$ cat config.mk
export PLATFORM = sky130hd
export DESIGN_NAME = alu_result_stage
export DESIGN_NICKNAME = d
export VERILOG_FILES = /design/src/rtl/alu_result_stage.sv
export SDC_FILE = /design/constraint.sdc
export NUM_CORES = 1
export LEC_CHECK = 0
export ABC_AREA = 0
export BUFFER_PORTS_ARGS = -buffer_cell sky130_fd_sc_hd__buf_2
export CORE_AREA = 2 2 61 63
export CTS_CLUSTER_DIAMETER = 200
export DETAILED_ROUTE_END_ITERATION = 12
export DIE_AREA = 0 0 63 65
export GPL_ROUTABILITY_DRIVEN = 0
export PLACE_DENSITY = 0.7
export REMOVE_ABC_BUFFERS = 1
export SYNTH_ARGS = -nofsm -noshare
export SYNTH_HDL_FRONTEND = slang
export SYNTH_SLANG_ARGS = --single-unit
$ cat constraint.sdc
create_clock -name clk -period 1.5 [get_ports clk]
set_input_delay 0.075 -clock clk [delete_from_list [all_inputs] [get_ports clk]]
set_output_delay 0.075 -clock clk [all_outputs]
set_load 0.005 [all_outputs]
$ cat src/rtl/alu_result_stage.sv
// rtl/alu_result_stage.sv - ALU result stage: saturation, flag generation, accumulator, result FIFO
module alu_result_stage #(
  parameter int DEPTH    = 2,
  parameter bit SATURATE = 1'b0
) (
  input  logic       clk,
  input  logic       rst,
  input  logic       in_valid,
  output logic       in_ready,
  input  logic [7:0] in_sum,
  input  logic       in_overflow,
  input  logic       in_acc_we,
  input  logic       in_flag_we,
  input  logic       clr_sticky,
  output logic       out_valid,
  input  logic       out_ready,
  output logic [7:0] out_data,
  output logic [2:0] out_flags,
  output logic [7:0] acc,
  output logic       flag_z,
  output logic       flag_n,
  output logic       flag_v,
  output logic       sticky_v
);

  localparam int AW = $clog2(DEPTH);
  localparam int CW = AW + 1;
  localparam logic [CW-1:0] FULL_COUNT = CW'(DEPTH);

  logic [CW-1:0] count;
  logic [AW-1:0] wr_ptr;
  logic [AW-1:0] rd_ptr;
  logic [10:0]   mem [DEPTH];

  logic       accept;
  logic       pop;
  logic [7:0] r;
  logic       z;
  logic       n;
  logic       v;

  // in_ready depends only on registered occupancy, never on out_ready
  assign in_ready  = (count < FULL_COUNT) && !rst;
  assign out_valid = (count != '0);
  assign accept    = in_valid && in_ready;
  assign pop       = out_valid && out_ready;

  // A negative raw sum with overflow means the true result was positive
  always_comb begin
    r = in_sum;
    if (SATURATE && in_overflow) begin
      r = in_sum[7] ? 8'h7F : 8'h80;
    end
  end

  assign z = (r == 8'h00);
  assign n = r[7];
  assign v = in_overflow;

  always_ff @(posedge clk) begin
    if (rst) begin
      count    <= '0;
      wr_ptr   <= '0;
      rd_ptr   <= '0;
      acc      <= 8'h00;
      flag_z   <= 1'b0;
      flag_n   <= 1'b0;
      flag_v   <= 1'b0;
      sticky_v <= 1'b0;
    end else begin
      if (accept) wr_ptr <= wr_ptr + 1'b1;
      if (pop)    rd_ptr <= rd_ptr + 1'b1;
      case ({accept, pop})
        2'b10:   count <= count + 1'b1;
        2'b01:   count <= count - 1'b1;
        default: count <= count;
      endcase
      if (accept && in_acc_we) acc <= r;
      if (accept && in_flag_we) begin
        flag_z <= z;
        flag_n <= n;
        flag_v <= v;
      end
      // Set wins over clear so an overflow is never lost
      if (accept && v)     sticky_v <= 1'b1;
      else if (clr_sticky) sticky_v <= 1'b0;
    end
  end

  always_ff @(posedge clk) begin
    if (accept) mem[wr_ptr] <= {r, z, n, v};
  end

  assign out_data  = out_valid ? mem[rd_ptr][10:3] : 8'h00;
  assign out_flags = out_valid ? mem[rd_ptr][2:0]  : 3'b000;

endmodule

Yosys cells after proc, flatten, opt, wreduce, memory -nomap -nowiden --
Memory sizes are Yosys's and may differ from the RTL's. A register that Yosys moved wholly into a read port is not among the register bits. Index checks and enable logic that the tools add are counted. Widths: inputs -> output; s select.
Storage, ports and cells: word-level logic and storage cells 36, memory bits (writable) 22, flip-flop bits (word level) 16, output and inout bits 25, memories 1
Memories:
- mem | words 2, width 11, read ports 1, clocked after Yosys merged registers in 1, write ports 1, RTL line 33 | logic [10:0] mem [DEPTH];
Cells by class: multiplexer cells 9, $add $sub $neg 4, eq/ne operators 2, magnitude comparators 1, reduce and logical (&&, ||, !) cells 11
Operator list (count):
- $logic_not 8->1 | 1
- $mux 8 | 1
- $logic_and 1x1->1 | 6
- $mux 1 | 6
- $reduce_bool 2->1 | 3
- $pmux 2 s2 | 1
- $mux 3 | 1
- $add 1x1->1 const B | 2
- $add 2x1->2 const B | 1
- $eq 2x1->1 const B | 1
- $eq 2x2->1 const B | 1
- $lt 2x2->1 const B | 1
- $sub 2x1->2 const B | 1
- $logic_not 1->1 | 1

Logic depth before layout (Yosys ltp) --
word-level depth 5, mapped depth 6, gate-level depth less buffers 6

Worst setup path before layout --
OpenSTA, ideal clock, no wires.
path kind reg-to-reg, start point reg count[1], end point mem mem[0][0] (enable), cell stages (with the launch flop) 3, clock period less this slack 1.585 ns, library setup time 0.376 ns, data arrival time 1.209 ns, setup slack -0.085 ns, path through dfxtp_1 > or3b_4 > nor2_1
Between the ends: word-level cells in the longest chain between the ends 5
Ends and longest elaborated chain:
- from (decl) | RTL line 30 | logic [CW-1:0] count;
- from (signal assigned) | RTL line 74 | 2'b10: count <= count + 1'b1;
- from (signal assigned) | RTL line 75 | 2'b01: count <= count - 1'b1;
- from (signal assigned) | RTL line 76 | default: count <= count;
- $lt 2x2->1 | RTL line 43 | assign in_ready = (count < FULL_COUNT) && !rst;
- $logic_and 1x1->1 | RTL line 43
- $logic_and 1x1->1 | RTL line 45 | assign accept = in_valid && in_ready;
- $mux 1 | RTL line 91 | if (accept) mem[wr_ptr] <= {r, z, n, v};
- $mux 1 (not written as such) | RTL line 91
- to (decl) | RTL line 33
Every way passes these cells.

Worst setup path in the final report --
start point reg count[1], end point reg count[1]
Between the ends: word-level cells in the longest chain between the ends 5
Ends and longest elaborated chain:
- $lt 2x2->1 | RTL line 43
- $logic_and 1x1->1 | RTL line 43
- $logic_and 1x1->1 | RTL line 45
- $eq 2x1->1 / $eq 2x2->1 (equally long branches) | RTL line 73 | case ({accept, pop})
- $pmux 2 s2 / $reduce_bool 2->1 (equally long branches)
Parallel ways exist; a longest one is shown, timed or not. A chain may end at the register's enable or synchronous reset.

==> impl_results.md <==
* Cell area after synthesis at 1465 um^2
* Number of cells on the worst hold path at 4
* Violated checks: setup timing
* Largest net degree at the start of global routing at 21
* Min Tclk post-route at 1554 ps
* Die Area at 4095 um^2
* Die Ht at 65 um
* RSZ-0062 raised after global routing: true
* CP cell instances: or3b_4 -> ha_4 -> xnor2_2 -> or3_1 -> a21oi_1
* CTS tree: built
* Synth Register Bits at 37
* Clock skew at 6.622 ps
* Startpoint of the worst hold path: clr_sticky
* CP arrival at 1830 ps
* CTS H-tree lvls at 2
* LEAKAGE at 0.8305 nW
* Worst-path maximum fanout at 4
* Non-Filler Instances at 223
* DP Area at 1774 um^2
* Synth warn at 0
* Hpwl dp at 1994 um
* Longest Clk Path Bufs at 2
* Clock latency on the worst-skew pair at 340 ps
* Post-CTS Setup Repair Bufs at 0
* Area grow syn2layout at 34.33%
* Final net count at 191
* CP Buf/Inv Count at 0
* Vias per cell at 4.610
* GR Layer Usage met1 at 0.1813
* First-pass GRT wire length at 4629 um
* Slowest CP cell: or3b_4
* Reg2reg end: count[1]$_SDFFE_PP0P_
* Met2 global-route usage at 0.2407
* Tot GR Track Use at 0.1511
* Vias in the first global route at 1009
* CTS sink cnt at 37
* Maxcap violations at 0
* Crit. End Element: flop
* Worst setup margin at -54.28 ps
* Met3 global-route usage at 0.03819
* DRT Wirelength at 2813 um
* R2r startpoint: count[1]$_SDFFE_PP0P_
* Most frequent cells in the layout: 40 x buf_2, 26 x nor2_1, 20 x edfxtp_1, 19 x mux2i_1, 16 x dfxtp_1
* Final Max Tran Viols at 0
* Final Cycle Share at 1.036
* Core ar. at 3496 um^2
* Row count at 22
* Status: finished with violations
* Vias at 1028
* GRT busiest layer: met2
* PortBufs at 40
* Relative max-transition margin at 0.8105
* DRT iter0 DRCs at 30
* Antenna-violating nets left at 0
* Hold Crit Class: input pin to flop
* Unique masters post-synth at 24
* Final Core Density at 0.5630
* Most common cell after layout, fill and taps aside: buf_2
* CTS Buf Count at 5
* Synthesized area per cell at 12.97 um^2
* Clock slew at reported path FFs at 100 ps
* Die Width at 63 um
* Antenna violations before repair at 0
* CP Class: flop to flop
* Hold Crit Endpoint: sticky_v$_SDFFE_PP0P_
* Diodes inserted at 0
* Sequential element share of the synthesized area at 0.6422
* Reg2reg path depth at 5
* Gate family responsible for the most delay along the worst path: simple AND/OR/NAND/NOR gates
* Worst endpoint required time at 1770 ps
* Fmax at 643.4 MHz
* Wire per inst at 12.61 um
* Slew of the pin with the lowest slew margin at 284.2 ps
* Congestion Overflow GR at 0
* Register-to-register setup slack at -50 ps
* Fraction of layout cells with a size suffix above 1 at 0.3943
* CP max stage delay at 390 ps
* Starting Density at 0.4191
* Synth Instances at 113
* Final Hold Vio Count at 0
* Drt pass-1 iters at 4
* Max VDD drop at 0.0005237 V
* I/O Pins at 41
* Placed Instances at 205
* Power per cell area at 1300 nW/um^2
* Startpoint types: flop
* Total power at 2.559 mW
* Root buffer cell: clkbuf_4
* Cell area after layout at 1968 um^2
* Drt drc at 0
* Finish-stage setup viols at 1
cell usage after synthesis:
master    instances  area (um^2)
and4bb_1          1        12.51
xnor2_1           1        8.760
mux2i_1          20        200.2
or4_4             2        22.52
nor3b_1           1        7.510
or3_1             1        6.260
buf_4             2        15.01
or3b_4            1        11.26
a21o_1            1        7.510
inv_1             3        11.26
edfxtp_1         20        600.6
xor2_1            3        26.28
nor2_1           28        105.1
and4bb_2          1        12.51
o21ai_0           2        10.01
and3_1            1        6.260
ha_1              1        12.51
nor2_4            1        11.26
clkbuf_1          2        7.510
a32oi_1           1        8.760
buf_6             1        11.26
buf_2             1        5.000
dfxtp_1          17        340.3
a21oi_1           1        5.000
layout make-up:
| cell class | count | area, um^2 |
|---|---|---|
| fill | 298 | 1528 |
| clock inverter | 3 | 12.51 |
| sequential | 37 | 942.2 |
| clock buffer | 5 | 37.54 |
| inverter | 3 | 11.26 |
| tap | 48 | 60.06 |
| timing repair buffer | 60 | 389.1 |
| multi-input combinational | 67 | 515.5 |
metal layers:
layer	routed length, um	vias up	share of wire
met5	0	-	0
met2	1376	30	0.49
li1	-	515	-
met3	125	5	0.044
met4	59	0	0.021
met1	1252	478	0.45
worst max-delay path by stage:
stage                           from               endpoint  slack (ps)  cells after the start
3_3_place_gp   count[1]$_SDFFE_PP0P_  count[1]$_SDFFE_PP0P_         -20                      4
2_1_floorplan  count[1]$_SDFFE_PP0P_    mem[0][0]$_DFFE_PP_         -90                      2
4_1_cts        count[1]$_SDFFE_PP0P_  count[1]$_SDFFE_PP0P_         -90                      5
3_5_place_dp   count[1]$_SDFFE_PP0P_  count[1]$_SDFFE_PP0P_         -90                      5
6_report       count[1]$_SDFFE_PP0P_  count[1]$_SDFFE_PP0P_         -50                      5
5_1_grt        count[1]$_SDFFE_PP0P_  count[1]$_SDFFE_PP0P_        -110                      5
power breakdown:
group | total (mW) | internal (mW) | leakage (nW) | switching (mW)
registers | 1.21 | 1.17 | 0.323 | 0.0408
logic | 0.874 | 0.449 | 0.477 | 0.425
clock network | 0.478 | 0.169 | 0.0300 | 0.308
total | 2.56 | 1.79 | 0.830 | 0.774
cell families after synthesis:
| group | share of synthesized area |
|---|---|
| xor+xnor | 0.02392 |
| mux | 0.1366 |
| fa+ha+maj | 0.008538 |
| compound gates | 0.02135 |
| flops | 0.6422 |
| buf+inv | 0.03415 |
| simple gates | 0.1332 |
state kept, by name (all words and copies together) (netlist names), named ones only:
signal and flops:
wr_ptr 1, flag_v 1, flag_z 1, mem 20
acc 8, sticky_v 1, count 2, flag_n 1
rd_ptr 1
stage by stage:
stage / hold WS [ps] / setup slack, ps / TNS (ps)
2_1_floorplan: 144.1 / -85.43 / -932.7
3_3_place_gp: 297.6 / -18.24 / -18.24
3_5_place_dp: 309.9 / -91.57 / -91.57
4_1_cts: 25.31 / -89.47 / -89.47
5_1_grt: 51.19 / -108.9 / -114.5
6_report: 29.79 / -54.28 / -54.28
worst register-to-register path, cell delays in order, from the launching register on:
cell	delay (ps)
dfxtp_2	350
or3b_4	390
ha_4	180
xnor2_2	130
or3_1	320
a21oi_1	120
repair_timing:
item,CTS,global route
pin swaps,3,1
gates resized for setup,3,10
setup endpoints to repair,1,14
hold buffers,9,0
endpoints found under the hold margin,18,0
gates cloned,0,1
Note: power is estimated with default switching activity, not from simulation.
